==> src/rtl/egr_tag_rx.sv <==
// Egress tag-ring receiver: one-stage ring pass-through that claims local unicast
// tags into a show-ahead FIFO for the UTM, bouncing them back onto the ring when full.
module egr_tag_rx #(
    parameter int unsigned PORT_W = 5,
    parameter int unsigned TAG_W  = 64,
    parameter int unsigned DEPTH  = 16,
    parameter int unsigned CNT_W  = 16
) (
    input  logic                      clk,
    input  logic                      rst_n,

    input  logic                      ring_in_valid,
    input  logic                      ring_in_uc,
    input  logic [PORT_W-1:0]         ring_in_port,
    input  logic [TAG_W-1:0]          ring_in_tag,

    output logic                      ring_out_valid,
    output logic                      ring_out_uc,
    output logic [PORT_W-1:0]         ring_out_port,
    output logic [TAG_W-1:0]          ring_out_tag,

    input  logic                      cfg_enable,
    input  logic [(2**PORT_W)-1:0]    cfg_port_mask,

    output logic                      utm_tag_valid,
    input  logic                      utm_tag_ready,
    output logic [PORT_W-1:0]         utm_tag_port,
    output logic [TAG_W-1:0]          utm_tag_data,

    output logic [$clog2(DEPTH):0]    fifo_level,
    output logic [CNT_W-1:0]          cnt_accept,
    output logic [CNT_W-1:0]          cnt_bounce,
    input  logic                      cnt_clr
);

    localparam int unsigned PTR_W = $clog2(DEPTH);
    localparam int unsigned LVL_W = PTR_W + 1;

    typedef struct packed {
        logic [PORT_W-1:0] port;
        logic [TAG_W-1:0]  tag;
    } entry_t;

    entry_t             mem [DEPTH];
    entry_t             head;
    logic [PTR_W-1:0]   wr_ptr;
    logic [PTR_W-1:0]   rd_ptr;

    logic               match;
    logic               full;
    logic               claim;
    logic               pop;
    logic               bounce;
    logic [LVL_W-1:0]   level_nxt;

    // Claim decision: fullness judged on the registered level only.
    always_comb begin
        match     = ring_in_valid & ring_in_uc & cfg_enable & cfg_port_mask[ring_in_port];
        full      = (fifo_level == LVL_W'(DEPTH));
        claim     = match & ~full;
        bounce    = match & full;
        pop       = (fifo_level != '0) & utm_tag_ready;
        level_nxt = fifo_level;
        case ({claim, pop})
            2'b10:   level_nxt = fifo_level + LVL_W'(1);
            2'b01:   level_nxt = fifo_level - LVL_W'(1);
            default: level_nxt = fifo_level;
        endcase
    end

    // Ring stage: claimed slots leave an empty slot; payload fields hold when idle.
    always_ff @(posedge clk) begin
        if (!rst_n) begin
            ring_out_valid <= 1'b0;
            ring_out_uc    <= 1'b0;
            ring_out_port  <= '0;
            ring_out_tag   <= '0;
        end else begin
            ring_out_valid <= ring_in_valid & ~claim;
            if (ring_in_valid) begin
                ring_out_uc   <= ring_in_uc;
                ring_out_port <= ring_in_port;
                ring_out_tag  <= ring_in_tag;
            end
        end
    end

    // Storage array carries no reset; the head is masked to zero while empty.
    always_ff @(posedge clk) begin
        if (claim) begin
            mem[wr_ptr] <= '{port: ring_in_port, tag: ring_in_tag};
        end
    end

    always_ff @(posedge clk) begin
        if (!rst_n) begin
            wr_ptr     <= '0;
            rd_ptr     <= '0;
            fifo_level <= '0;
        end else begin
            if (claim) begin
                wr_ptr <= wr_ptr + PTR_W'(1);
            end
            if (pop) begin
                rd_ptr <= rd_ptr + PTR_W'(1);
            end
            fifo_level <= level_nxt;
        end
    end

    always_comb begin
        head          = mem[rd_ptr];
        utm_tag_valid = (fifo_level != '0);
        utm_tag_port  = utm_tag_valid ? head.port : '0;
        utm_tag_data  = utm_tag_valid ? head.tag  : '0;
    end

    // Saturating statistics; clear wins over a same-cycle increment.
    always_ff @(posedge clk) begin
        if (!rst_n || cnt_clr) begin
            cnt_accept <= '0;
            cnt_bounce <= '0;
        end else begin
            if (claim && (cnt_accept != {CNT_W{1'b1}})) begin
                cnt_accept <= cnt_accept + CNT_W'(1);
            end
            if (bounce && (cnt_bounce != {CNT_W{1'b1}})) begin
                cnt_bounce <= cnt_bounce + CNT_W'(1);
            end
        end
    end

endmodule

==> config.mk <==
export PLATFORM = sky130hd
export DESIGN_NAME = egr_tag_rx
export DESIGN_NICKNAME = d
export VERILOG_FILES = /design/src/rtl/egr_tag_rx.sv
export SDC_FILE = /design/constraint.sdc
export NUM_CORES = 1
export LEC_CHECK = 0
export CAP_MARGIN = 20
export CORE_ASPECT_RATIO = 0.6
export CORE_UTILIZATION = 43
export DETAILED_ROUTE_END_ITERATION = 6
export DONT_BUFFER_PORTS = 1
export GPL_ROUTABILITY_DRIVEN = 1
export PLACE_DENSITY_LB_ADDON = 0.05
export SYNTH_ARGS = -nofsm -noshare
export SYNTH_HDL_FRONTEND = slang
export SYNTH_SLANG_ARGS = --single-unit
==> constraint.sdc <==
create_clock -name clk -period 9.95 [get_ports clk]
set_input_delay 0.4975 -clock clk [delete_from_list [all_inputs] [get_ports clk]]
set_output_delay 0.4975 -clock clk [all_outputs]
set_load 0.02 [all_outputs]
==> out/summary.md, run 1 <==
Detailed routing
- Antenna Nets Post-Route: 0
- vias per inst: 5.720
- number of detailed-route iterations in the first pass: 5
- Routed WL per cell: 29.69 microns
- drt first-iter violations: 1911
- aggregate routed wire length: 116000 microns
- Via Count: 22352
- number of remaining DRC errors: 0

Floorplanning
- top-level port count: 286
- placeable core region: 109600 sq um
- Die Y: 259.7 microns
- Die Span X: 431.5 microns
- Initial Util: 43.41%
- row count: 94
- total die area: 112100 sq um

Timing
- minimum period implied by the final worst setup slack: 5.113 ns
- number of max-slew violations in the final report: 0
- actual slew at the worst max-slew pin: 1.165 ns
- Final Hold Violating Endpoints: 0
- headroom to the max-slew limit: 22.32%
- Worst Clk Skew: 0.01432 ns
- setup repair after global routing missed its margin: no
- maximum frequency from static timing analysis: 195.6 MHz
- Final TNS setup: 0 ns
- fraction of the cycle the final worst path needs: 51.39%
- final number of setup-violating endpoints: 0

Min path
- worst hold path type: in -> reg

Clock tree
- number of sinks driven by the clock tree: 1224
- Max Buffers Root-to-Sink: 3
- setup bufs post-CTS: 0
- CTS Buf Count: 116
- Clock Latency Late Sink: 0.72 ns
- number of hold buffers added after CTS: 73
- Clock transition at path regs: 0.06 ns
- CTS tree: done
- CTS resizes: 0
- Clock Root Buffer: clkbuf_16
- number of H-tree levels: 3

Synthesis
- number of unique standard cell types used by synthesis: 51
- number of warnings issued by yosys: 0
- Synth Net Count: 2337
- Avg Inst Size Synth: 21.46 sq um
- number of flops mapped to enable cells by yosys: 1104
- part of the Yosys area used for sequential elements: 74.71%
- Main synth FF type: edfxtp_1
- Cells after Synth: 2218
- post-synth design cell area: 47590 sq um
- share of flip-flops with an asynchronous set or reset after synthesis: 0%
- #FFs+latches synth: 1224

Power
- cell-internal power: 9001 uW
- power dissipated by switching net loads: 3041 uW
- sequential fraction of design power: 47.5%
- peak supply drop: 201.4 uV
- sw frac: 25.25%
- power density over the cells: 222.8 nW/um^2
- combinational group share of total power: 15.0%
- leak pwr: 0.01654 uW
- fraction of power consumed by the clock network: 37.5%

Placed design
- detailed placement HPWL: 59500 microns
- global placement routability congestion: 0.7902
- PortBufs: 0

Finish
- Seq. cell area: 35570 sq um
- area of the multi-input gates: 11570 sq um
- number of nets at the end of the flow: 2436
- fraction of final layout cells sized beyond drive strength 1: 24.52%
- filler instances: 8920
- Area Overhead vs Synth: 13.57%
- core occupancy in the finished layout: 49.31%

Worst setup path
- CP arrival: 4.62 ns
- Data required, critical path: 9.45 ns
- CP Capture Type: primary output
- CP max FO: 101
- Critical Setup Path Class: reg -> out
- critical path launch point type: flip-flop

Global route
- initial antenna violation count: 8
- leftover overflow at the end of global routing: 0
- first-pass GRT wire length: 168000 microns
- combined global-route utilization of all metal layers: 20.95%
- via count of the first global-routing pass: 23090
- largest net degree at the start of global routing: 134

Flow run
- Max Cap Viol: 0

Status
- result of the run: finished clean

worst max-delay path, stage by stage, from the launching register on:
cell     delay (ns)
dfxtp_4        0.79
buf_12         0.67
buf_4          0.75
mux4_2         0.64
mux4_2         0.54
and2_1         0.26
registers in the layout, summed over array words and instances, names as in the netlist, named ones only:
register        count
rd_ptr              4
ring_out_tag       64
cnt_bounce         16
wr_ptr              4
ring_out_port       5
fifo_level          5
mem              1104
ring_out_uc         1
ring_out_valid      1
cnt_accept         16
power by group through the flow:
stage	logic (uW)	clock network, uW	registers, uW
floorplan	1360	0	5790
global placement	1710	0	5840
detailed placement	1730	0	5840
CTS	1840	4640	5720
global route	1940	4810	5730
finish	1810	4520	5720
path summary, 6_finish.rpt:
path / start / end / slack, ns / depth (start not counted)
setup / recovery: flip-flop / utm_tag_data[54] / 4.84 / 5
hold / removal: utm_tag_ready / flip-flop / 0.12 / 3
setup reg to reg: fifo_level[1] / mem[3][53] / 5.90 / 7
hold reg to reg: wr_ptr[1] / wr_ptr[1] / 0.52 / 2
kinds of logic after synthesis:
kind of cell,count (synthesis),share of synthesized area (%)
simple gates,324,4.025
buf+inv,135,1.136
fa+ha+maj,11,0.2892
compound gates,59,0.8993
flops,1224,74.71
xor+xnor,6,0.1104
mux,459,18.83
routing by layer:
metal | GRT usage (%) | vias to the layer above | wire, microns
li1 | - | 9438 | -
met1 | 31.37 | 12204 | 54760
met2 | 32.25 | 557 | 53910
met3 | 3.718 | 147 | 5172
met4 | 4.580 | 6 | 2131
met5 | 0 | - | 46
cell type report:
| class | instances | area share [%] |
|---|---|---|
| diodes | 2 | 0.009260 |
| flip-flops and latches | 1224 | 65.81 |
| clock buffers | 139 | 5.780 |
| inverters | 8 | 0.05556 |
| repair buffers | 108 | 2.030 |
| clock inverters | 80 | 1.465 |
| multi-input cells | 859 | 21.41 |
| well taps | 1488 | 3.445 |
cell usage after synthesis (all sizes together) (2+ instances only):
cell	n	area, sq um
o21ai	5	25.02
nor4	16	100.1
o2111ai	7	61.31
dfxtp	120	2402
nand2b	22	137.6
xnor2	5	43.79
and3	14	87.58
a2111oi	2	17.52
buf	29	142.6
nand2	46	172.7
ha	11	137.6
and2	86	538.0
and4	11	96.34
mux2i	110	1101
a21boi	4	30.03
o311ai	2	17.52
nor3	9	50.05
o41ai	2	17.52
o21a	5	37.54
clkbuf	98	367.9
nand3	12	60.06
or3b	2	17.52
inv	8	30.03
or4	7	52.55
nor2	8	30.03
nand4	11	68.82
a21oi	12	60.06
o31ai	8	60.06
o31a	2	17.52
nor2b	77	481.7
mux4	349	7860
edfxtp	1104	33150
per-stage QoR:
stage	total power (uW)	hold slack [ns]	cell area, sq um	instances	worst slack [ns]
2_1_floorplan	7149	0.4803	47590	2218	5.554
3_3_place_gp	7548	0.4858	49300	3611	5.228
3_5_place_dp	7562	0.5161	49300	3611	5.205
4_1_cts	12200	0.05888	53980	3903	4.586
5_1_grt	12480	0.08998	54040	3906	4.424
6_report	12040	0.1173	54050	3908	4.837
cell usage in the layout (no fill, tap or decap), drive strengths merged, types with 4 or more instances in the layout:
| cell type | count |
|---|---|
| nand2b | 22 |
| nor2 | 8 |
| nor4 | 16 |
| and3 | 14 |
| inv | 12 |
| o21a | 5 |
| buf | 37 |
| ha | 11 |
| bufinv | 12 |
| xnor2 | 5 |
| mux4 | 349 |
| dlygate4sd3 | 71 |
| nand2 | 46 |
| nor3 | 9 |
| nand3 | 12 |
| dfxtp | 120 |
| nor2b | 77 |
| clkinvlp | 5 |
| and4 | 11 |
| a21boi | 4 |
| mux2i | 110 |
| clkinv | 59 |
| o31ai | 8 |
| and2 | 86 |
| or4 | 7 |
| o2111ai | 7 |
| o21ai | 5 |
| nand4 | 11 |
| edfxtp | 1104 |
| clkbuf | 139 |
| a21oi | 12 |
Power figures use the tool's default switching activity.
==> run 2: changes to the inputs <==
Clock period 9.95 ns to 4.9 ns, I/O delays scaled along.
==> out/summary.md, run 2 (synthesis gave the netlist of run 1 again) <==
Timing
- Final Hold Violating Endpoints: 0, unchanged
- fraction of the cycle the final worst path needs: 75.84%
- final number of setup-violating endpoints: 0, unchanged
- headroom to the max-slew limit: 30.40%, was 22.32%
- minimum period implied by the final worst setup slack: 3.716 ns
- number of max-slew violations in the final report: 0, unchanged
- setup repair after global routing missed its margin: no, unchanged
- maximum frequency from static timing analysis: 269.1 MHz
- Worst Clk Skew: 0.01923 ns, was 0.01432 ns
- smallest setup slack after layout: 1.184 ns, was 4.837 ns
- Final TNS setup: 0 ns, unchanged
- actual slew at the worst max-slew pin: 1.044 ns, was 1.165 ns

Power
- cell-internal power: 18310 uW, was 9001 uW
- sequential fraction of design power: 47.7%, was 47.5%
- fraction of power consumed by the clock network: 37.3%, was 37.5%
- combinational group share of total power: 15.0%, about the same
- power dissipated by switching net loads: 6040 uW, was 3041 uW
- sw frac: 24.81%, was 25.25%
- leak pwr: 0.01665 uW, was 0.01654 uW
- power density over the cells: 447.6 nW/um^2, was 222.8 nW/um^2
- peak supply drop: 378.2 uV, was 201.4 uV

Clock tree
- Clock transition at path regs: 0.07 ns, was 0.06 ns
- CTS Buf Count: 114, was 116
- Max Buffers Root-to-Sink: 3, unchanged
- CTS resizes: 0, unchanged
- number of sinks driven by the clock tree: 1224, unchanged
- number of H-tree levels: 3, unchanged
- Clock Latency Late Sink: 0.71 ns, was 0.72 ns
- setup bufs post-CTS: 0, unchanged
- CTS tree: done, unchanged
- Clock Root Buffer: clkbuf_16, unchanged

Finish
- Area Overhead vs Synth: 14.30%, was 13.57%
- highest-count cells in the layout ignoring fill and taps: 1104 x edfxtp_1, 349 x mux4_2, 117 x clkbuf_16, was 1104 x edfxtp_1, 349 x mux4_2, 120 x clkbuf_16
- fraction of final layout cells sized beyond drive strength 1: 24.49%, was 24.52%
- register with the most flip-flops: mem, unchanged
- Largest register FFs: 1104, unchanged
- post-route design area: 54400 sq um, was 54050 sq um
- filler instances: 8890, was 8920
- biggest registers after layout: mem x1104, ring_out_tag x64, unchanged
- number of nets at the end of the flow: 2457, was 2436
- leading cell type in the layout, fill and taps excluded: edfxtp_1, unchanged

Global route
- leftover overflow at the end of global routing: 0, unchanged
- met1 usage in global routing: 30.57%, was 31.37%
- global routing usage on met3: 3.126%, was 3.718%
- largest net degree at the start of global routing: 92, was 134
- first-pass GRT wire length: 166900 microns, was 168000 microns
- met2 GRT Util: 32.77%, was 32.25%
- via count of the first global-routing pass: 23031, was 23090
- combined global-route utilization of all metal layers: 20.70%, was 20.95%
- initial antenna violation count: 9, was 8
- Top Usage Layer GRT: met2, unchanged

Floorplanning
- Initial Util: 43.41%, unchanged
- placeable core region: 109600 sq um, unchanged
- top-level port count: 286, unchanged
- Die Y: 259.7 microns, unchanged
- total die area: 112100 sq um, unchanged
- Die Span X: 431.5 microns, unchanged
- row count: 94, unchanged

Flow run
- Max Cap Viol: 0, unchanged

Detailed routing
- drt first-iter violations: 1969, was 1911
- Via Count: 22252, was 22352
- Antenna Nets Post-Route: 0, unchanged
- number of detailed-route iterations in the first pass: 7, was 5
- Routed WL per cell: 29.22 microns, was 29.69 microns
- vias per inst: 5.662, was 5.720
- aggregate routed wire length: 114800 microns, was 116000 microns
- number of remaining DRC errors: 0, unchanged

Worst setup path
- R2R Path End: mem[15][50], was mem[3][53]
- Critical Setup Path Class: reg -> out, unchanged
- ordered cell list for the critical path: buf_12 > mux4_2 > mux4_2 > and2_1, was buf_12 > buf_4 > mux4_2 > mux4_2 > and2_1
- CP max FO: 55, was 101
- critical path launch point type: flip-flop, unchanged
- Critical Path Max Stage Delay: 0.79 ns, about the same
- critical path buffer and inverter count: 1, was 2
- CP Capture Type: primary output, unchanged
- most common cell type on the critical path: mux4_2, unchanged
- Crit Reg-Reg Startpoint: fifo_level[1], unchanged
- CP delay by family, top: multiplexers, was buffers and inverters
- Data required, critical path: 4.66 ns, was 9.45 ns
- master of the slowest instance on the critical path: dfxtp_4, unchanged
- Worst Reg2Reg Path Length in Cells: 7, unchanged
- CP arrival: 3.47 ns, was 4.62 ns
- flop2flop setup slack: 1.40 ns, was 5.90 ns

Placed design
- detailed placement HPWL: 59770 microns, was 59500 microns
- pre-CTS setup slack: 0.9184 ns, was 5.205 ns
- post-place instance area: 49700 sq um, was 49300 sq um
- PortBufs: 0, unchanged
- global placement routability congestion: 0.8015, was 0.7902

Status
- result of the run: finished clean, unchanged

Min path
- worst hold path stage count: 4, was 3
- worst hold path type: in -> reg, unchanged
- WHS Endpoint: cnt_bounce[1]
- startpoint of the most critical hold path: ring_in_port[3], was utm_tag_ready

[run 2: changes by cell type in the layout (fill, tap and decap cells not counted), sizes merged]
cell and delta:
buf +14, clkbuf +18, clkinv -20, diode +2
dlygate4sd3 +9, inv -1
[run 2: stage by stage]
step	utilization (%)	hold slack, ns	instances	power, uW
floorplan	-	0.3439	2218	14520
global route	49.62	0.1185	3928	25240
finish	49.62	0.08849	3930	24350
detailed placement	45.34	0.3445	3628	15370
CTS	49.62	0.01814	3926	24710
global placement	45.34	0.3447	3628	15350
[run 2: tightest hold or removal path, delay by kind of cell]
family           cells  cell delay [ns]
AO/OA/AOI/OAI        2             0.26
AND/OR/NAND/NOR      2             0.24
[run 2: area by class of cell]
cell class | count | area, sq um | area share [%]
inverters | 8 | 30.03 | 0.05520
diodes | 4 | 10.01 | 0.01840
well taps | 1488 | 1862 | 3.423
repair buffers | 131 | 1524 | 2.802
clock buffers | 157 | 3198 | 5.879
multi-input cells | 859 | 11570 | 21.27
flip-flops and latches | 1224 | 35570 | 65.39
clock inverters | 59 | 633.1 | 1.164
[run 2: worst max path at each step]
stage | start | depth (start not counted) | end | slack [ns]
2_1_floorplan | ring_in_port[1] | 8 | mem[15][0] | 0.76
3_3_place_gp | ring_in_port[1] | 7 | mem[15][48] | 1.01
3_5_place_dp | ring_in_port[1] | 7 | mem[15][48] | 0.92
4_1_cts | flip-flop | 4 | utm_tag_data[34] | 1.02
5_1_grt | flip-flop | 4 | utm_tag_data[34] | 0.97
6_report | flip-flop | 4 | utm_tag_data[34] | 1.18
[run 2: timing repair]
action                                  in CTS  in global routing
hold buffers                                82                  0
endpoints found under the setup margin       0                  0
hold endpoints to repair                  1218                  0
[run 2: power by group through the flow]
stage | sequential [uW] | clock [uW] | combinational [uW]
detailed placement | 11900 | 0 | 3520
floorplan | 11800 | 0 | 2760
global route | 11600 | 9670 | 3930
finish | 11600 | 9080 | 3650
global placement | 11900 | 0 | 3500
CTS | 11600 | 9310 | 3770
[run 2: per-layer routing]
| layer | vias up | wire length (microns) |
|---|---|---|
| met2 | 549 | 54770 |
| met4 | 6 | 1920 |
| li1 | 9486 | - |
| met3 | 140 | 4972 |
| met1 | 12071 | 53110 |
| met5 | - | 41 |
